**src/rtl/conv_encoder.sv**
```systemverilog
// Rate-1/r convolutional encoder feeding the Viterbi decoder.
// It starts from the all-zero state and appends no tail bits.
module conv_encoder #(
  parameter int r      = 2,
  parameter int K      = 3,
  parameter int lenin  = 10,
  parameter int lenout = 5,
  parameter logic [r*K-1:0] GEN = 6'b111_101
) (
  input  logic              clk,
  input  logic              rst,
  input  logic              start,
  input  logic [lenout-1:0] msgin,
  output logic              busy,
  output logic              sym_valid,
  output logic [r-1:0]      sym_out,
  output logic [lenin-1:0]  codeout,
  output logic              finish
);

  localparam int CW = $clog2(lenout + 1);

  typedef enum logic [1:0] {IDLE, ENC, DONE} state_t;

  state_t            state, state_next;
  logic [lenout-1:0] msg;
  logic [K-2:0]      hist;
  logic [CW-1:0]     cnt;
  logic [K-1:0]      window;
  logic [r-1:0]      sym_next;
  logic [lenin-1:0]  sym_placed;
  logic              accept;
  logic              last;

  // The message latch shifts left, so its MSB is always the next bit to encode.
  always_comb begin
    sym_next = '0;
    accept   = start && (state != ENC);
    last     = (state == ENC) && (cnt == CW'(lenout - 1));
    window   = {msg[lenout-1], hist};
    for (int j = 0; j < r; j++) begin
      sym_next[r-1-j] = ^(window & GEN[(r-1-j)*K +: K]);
    end
    sym_placed = {sym_next, {(lenin-r){1'b0}}} >> (int'(cnt) * r);
  end

  always_comb begin
    state_next = state;
    case (state)
      IDLE:    if (start) state_next = ENC;
      ENC:     if (last)  state_next = DONE;
      DONE:    if (start) state_next = ENC;
      default: state_next = IDLE;
    endcase
  end

  always_ff @(posedge clk or negedge rst) begin
    if (!rst) state <= IDLE;
    else      state <= state_next;
  end

  always_ff @(posedge clk or negedge rst) begin
    if (!rst) begin
      msg       <= '0;
      hist      <= '0;
      cnt       <= '0;
      codeout   <= '0;
      sym_out   <= '0;
      sym_valid <= 1'b0;
      finish    <= 1'b0;
    end else begin
      sym_valid <= 1'b0;
      if (accept) begin
        msg     <= msgin;
        hist    <= '0;
        cnt     <= '0;
        codeout <= '0;
        finish  <= 1'b0;
      end else if (state == ENC) begin
        sym_out   <= sym_next;
        sym_valid <= 1'b1;
        codeout   <= codeout | sym_placed;
        msg       <= {msg[lenout-2:0], 1'b0};
        hist[K-2] <= msg[lenout-1];
        for (int i = 0; i < K - 2; i++) begin
          hist[i] <= hist[i+1];
        end
        cnt <= cnt + 1'b1;
        if (last) finish <= 1'b1;
      end
    end
  end

  assign busy = (state == ENC);

endmodule

```
**config.mk**
```make
export PLATFORM = sky130hd
export DESIGN_NAME = conv_encoder
export DESIGN_NICKNAME = d
export VERILOG_FILES = /design/src/rtl/conv_encoder.sv
export SDC_FILE = /design/constraint.sdc
export NUM_CORES = 1
export LEC_CHECK = 0
export BUFFER_PORTS_ARGS = -buffer_cell sky130_fd_sc_hd__clkbuf_2
export CORE_AREA = 2 2 71 66
export DETAILED_ROUTE_END_ITERATION = 6
export DIE_AREA = 0 0 73 68
export PLACE_DENSITY = 0.47
export SKIP_CTS_REPAIR_TIMING = 1
export SLEW_MARGIN = 25
export SYNTH_ARGS = -nofsm -noshare
export SYNTH_HDL_FRONTEND = slang
export SYNTH_SLANG_ARGS = --single-unit
```
**constraint.sdc**
```tcl
create_clock -name clk -period 1.4 [get_ports clk]
set_input_delay 0.14 -clock clk [delete_from_list [all_inputs] [get_ports clk]]
set_output_delay 0.14 -clock clk [all_outputs]
set_load 0.005 [all_outputs]
```
==> summary.md <==
| Metric | Value |
|---|---|
| Fmax | `0.749 GHz` |
| CTS sink cnt | `26` |
| Crit path kind | `flop to primary output` |
| Final WS setup | `0.0655 ns` |
| Met3 wire len | `132 um` |
| Most numerous cell in the Yosys netlist | `dfrtp_1` |
| Io pins | `23` |
| Final Power | `3.37 mW` |
| Storage cell area | `651 um2` |
| Final Cycle Share | `95.3%` |
| Leading area contributor after synthesis | `dfrtp_1` |
| Post-synth EDFFs | `0` |
| Detail Route Antenna Nets | `0` |
| Worst Path Arrival | `1.19 ns` |
| Crit path required time | `1.26 ns` |
| Hold Violations, Final | `0` |
| Initial antenna violation count | `0` |
| Max FO, Critical Path | `10` |
| CP endpoint kind | `primary output` |
| Power Dens Cells | `2310 nW/um2` |
| # fillers | `459` |
| Die width | `73 um` |
| Longest Clk Path Bufs | `2` |
| Largest family of logic cells by synthesized area | `compound AO/OA/AOI/OAI gates` |
| Cell variety after synth | `27` |
| Worst path slowest cell | `dfrtp_1` |
| Nets | `144` |
| Sequential share of the synthesized area | `56.8%` |
| Std-Cell Rows | `23` |
| Worst setup SP type | `flop` |
| Area after DPL | `1330 um2` |
| Synth Cell Area | `1150 um2` |
| WP buf/inv | `3` |
| Post-Synth XOR/XNOR Area | `2.84%` |
| Syn avg cell area | `11.7 um2` |
| Uppermost layer routed | `met4` |
| Synth Area in Simple Gates | `12.1%` |
| Core footprint | `4290 um2` |
| Clk root buf | `clkbuf_8` |
| Slew margin rel. | `56.6%` |
| Design area | `1460 um2` |
| P&R area growth vs syn | `27.0%` |
| Synth warnings | `0` |
| Via count | `832` |
| GRT overflow | `0` |
| Status | `finished clean` |
| Gr usage total | `10.5%` |
| Full die area | `4960 um2` |
| Max stage delay on crit path | `0.43 ns` |
| Synthesized instance count | `98` |
| Clock latency at the later pin of the worst-skew pair | `0.27 ns` |
| Synthesized net count | `108` |
| Met1 WL | `1.21 mm` |
| GPL Wtd Cong | `0.742` |
| Largest net degree at the start of global routing | `27` |
| Slew @ Worst Pin | `0.652 ns` |
| DR vias/cell | `4.55` |
| DRT Wirelength | `2.41 mm` |
| Synth top cells by count | `dfrtp_1, nand2_1, o21ai_1` |
| Prevailing post-synth register cell | `dfrtp_1` |
| Top-area cell type share of the netlist area | `56.8%` |
| Leakage power | `0.732 nW` |
| Port bufs | `22` |
| Area of the multi-input gates | `453 um2` |
| WL/cell | `13.2 um` |
| TritonCTS Buffers | `3` |
| Die Ht | `68 um` |
| Setup violations, final | `0` |
| Synth Area in Compound Gates | `15.2%` |
| Worst Hold Margin | `0.118 ns` |
| Flip-flop and latch count after synthesis | `26` |
| TritonCTS clock tree | `yes` |
| Tmin final | `1.33 ns` |
| Clock skew | `0.000848 ns` |
| HP Class | `primary input to flop` |
| Peak VDD IR | `969 uV` |
| MaxCap Viol Count | `0` |
| Initial DRC Count | `15` |
| H-tree levels | `1` |
| DRC Markers | `0` |
| First-pass GRT wire length | `3.88 mm` |
| Share of cells above drive strength 1 | `33.8%` |
| Slew Limit Fails | `0` |
| Async SR Flop Fraction | `100%` |
| Worst-path clk slew | `0.09 ns` |
| CP delay by family, top | `flip-flops` |
| Post-DP HPWL | `1.74 mm` |
| Pre-CTS WS | `0.119 ns` |
| Initial Utilization | `26.7%` |
| N_diodes | `0` |
| Metal2 WL | `1.05 mm` |
| Adder-cell area share of the yosys netlist | `2.18%` |
| Drt first pass iters | `4` |
| Largest cells by area after synthesis | `dfrtp_1, nand2_1, mux2i_1` |
| Vias in the first global route | `787` |
| Proportion of synthesized area in mux cells | `6.55%` |
| Layout Utilization | `33.9%` |
| Worst-path cell chain | `nand2b_4 -> clkinv_4 -> buf_6 -> clkbuf_2` |
layout make-up:
cell class	instances	share of cell area [%]
Multi-Input combinational cell	64	31.1
Clock buffer	4	3.78
Tap cell	50	4.30
Sequential cell	26	44.7
Inverter	4	1.38
Timing Repair Buffer	35	14.7
final timing paths:
| path | start | to | slack, ns | cells after the start |
|---|---|---|---|---|
| min in group asynchronous | rst | codeout[4] | 0.43 | 2 |
| min | msgin[0] | msg[0] | 0.12 | 3 |
| max in group asynchronous | rst | cnt[0] | 0.55 | 2 |
| min reg2reg | sym_out[0] | sym_out[0] | 0.49 | 2 |
| max reg2reg | state[1] | cnt[2] | 0.09 | 5 |
| max | state[1] | busy | 0.07 | 4 |
worst register-to-register path, stage by stage, from the launching register on:
cell and delay [ns]:
dfrtp_1 0.42, nand2b_4 0.18, clkinv_4 0.08, buf_4 0.15, mux2_4 0.29, mux2i_1 0.12
where the power goes:
part	leakage, nW	switching (mW)	internal, mW
sequential	0.335	0.234	1.06
clock	0.0288	0.232	0.251
combinational	0.369	0.766	0.827
total	0.732	1.23	2.14
layer usage:
metal | global-route usage [%] | vias to the layer above
met3 | 3.83 | 4
met4 | 2.78 | 0
met1 | 14.0 | 391
met5 | 0 | -
met2 | 16.0 | 23
li1 | - | 414
cells in the final DEF, fill, tap and decap left out, types with 4 or more instances in the layout:
| master | synthesis | layout |
|---|---|---|
| clkbuf_8 | 0 | 4 |
| o21ai_0 | 5 | 5 |
| o21ai_1 | 7 | 7 |
| nand2_1 | 17 | 17 |
| dfrtp_1 | 26 | 26 |
| mux2i_1 | 6 | 6 |
| a22o_1 | 4 | 4 |
| o2bb2ai_1 | 4 | 4 |
| clkbuf_2 | 0 | 22 |
| buf_4 | 0 | 11 |
state kept, by name, summed over array words and instances, names as in the netlist:
| register | count |
|---|---|
| codeout | 10 |
| finish | 1 |
| hist | 2 |
| state | 2 |
| sym_valid | 1 |
| sym_out | 2 |
| cnt | 3 |
| msg | 5 |
logic make-up after synthesis:
logic type	after synthesis
and+or+nand+nor	27
AOI/OAI and AO/OA	26
DFF	26
buffers and inverters	8
muxes	7
xor gates and xnor gates	2
adders and majority gates	2
stage by stage:
stage	setup TNS [ns]	std cells
global route	-0.00407	183
finish	0	183
detailed placement	0	172
CTS	-0.143	176
floorplan	0	98
global placement	0	172
(Power assumes the default switching activity.)
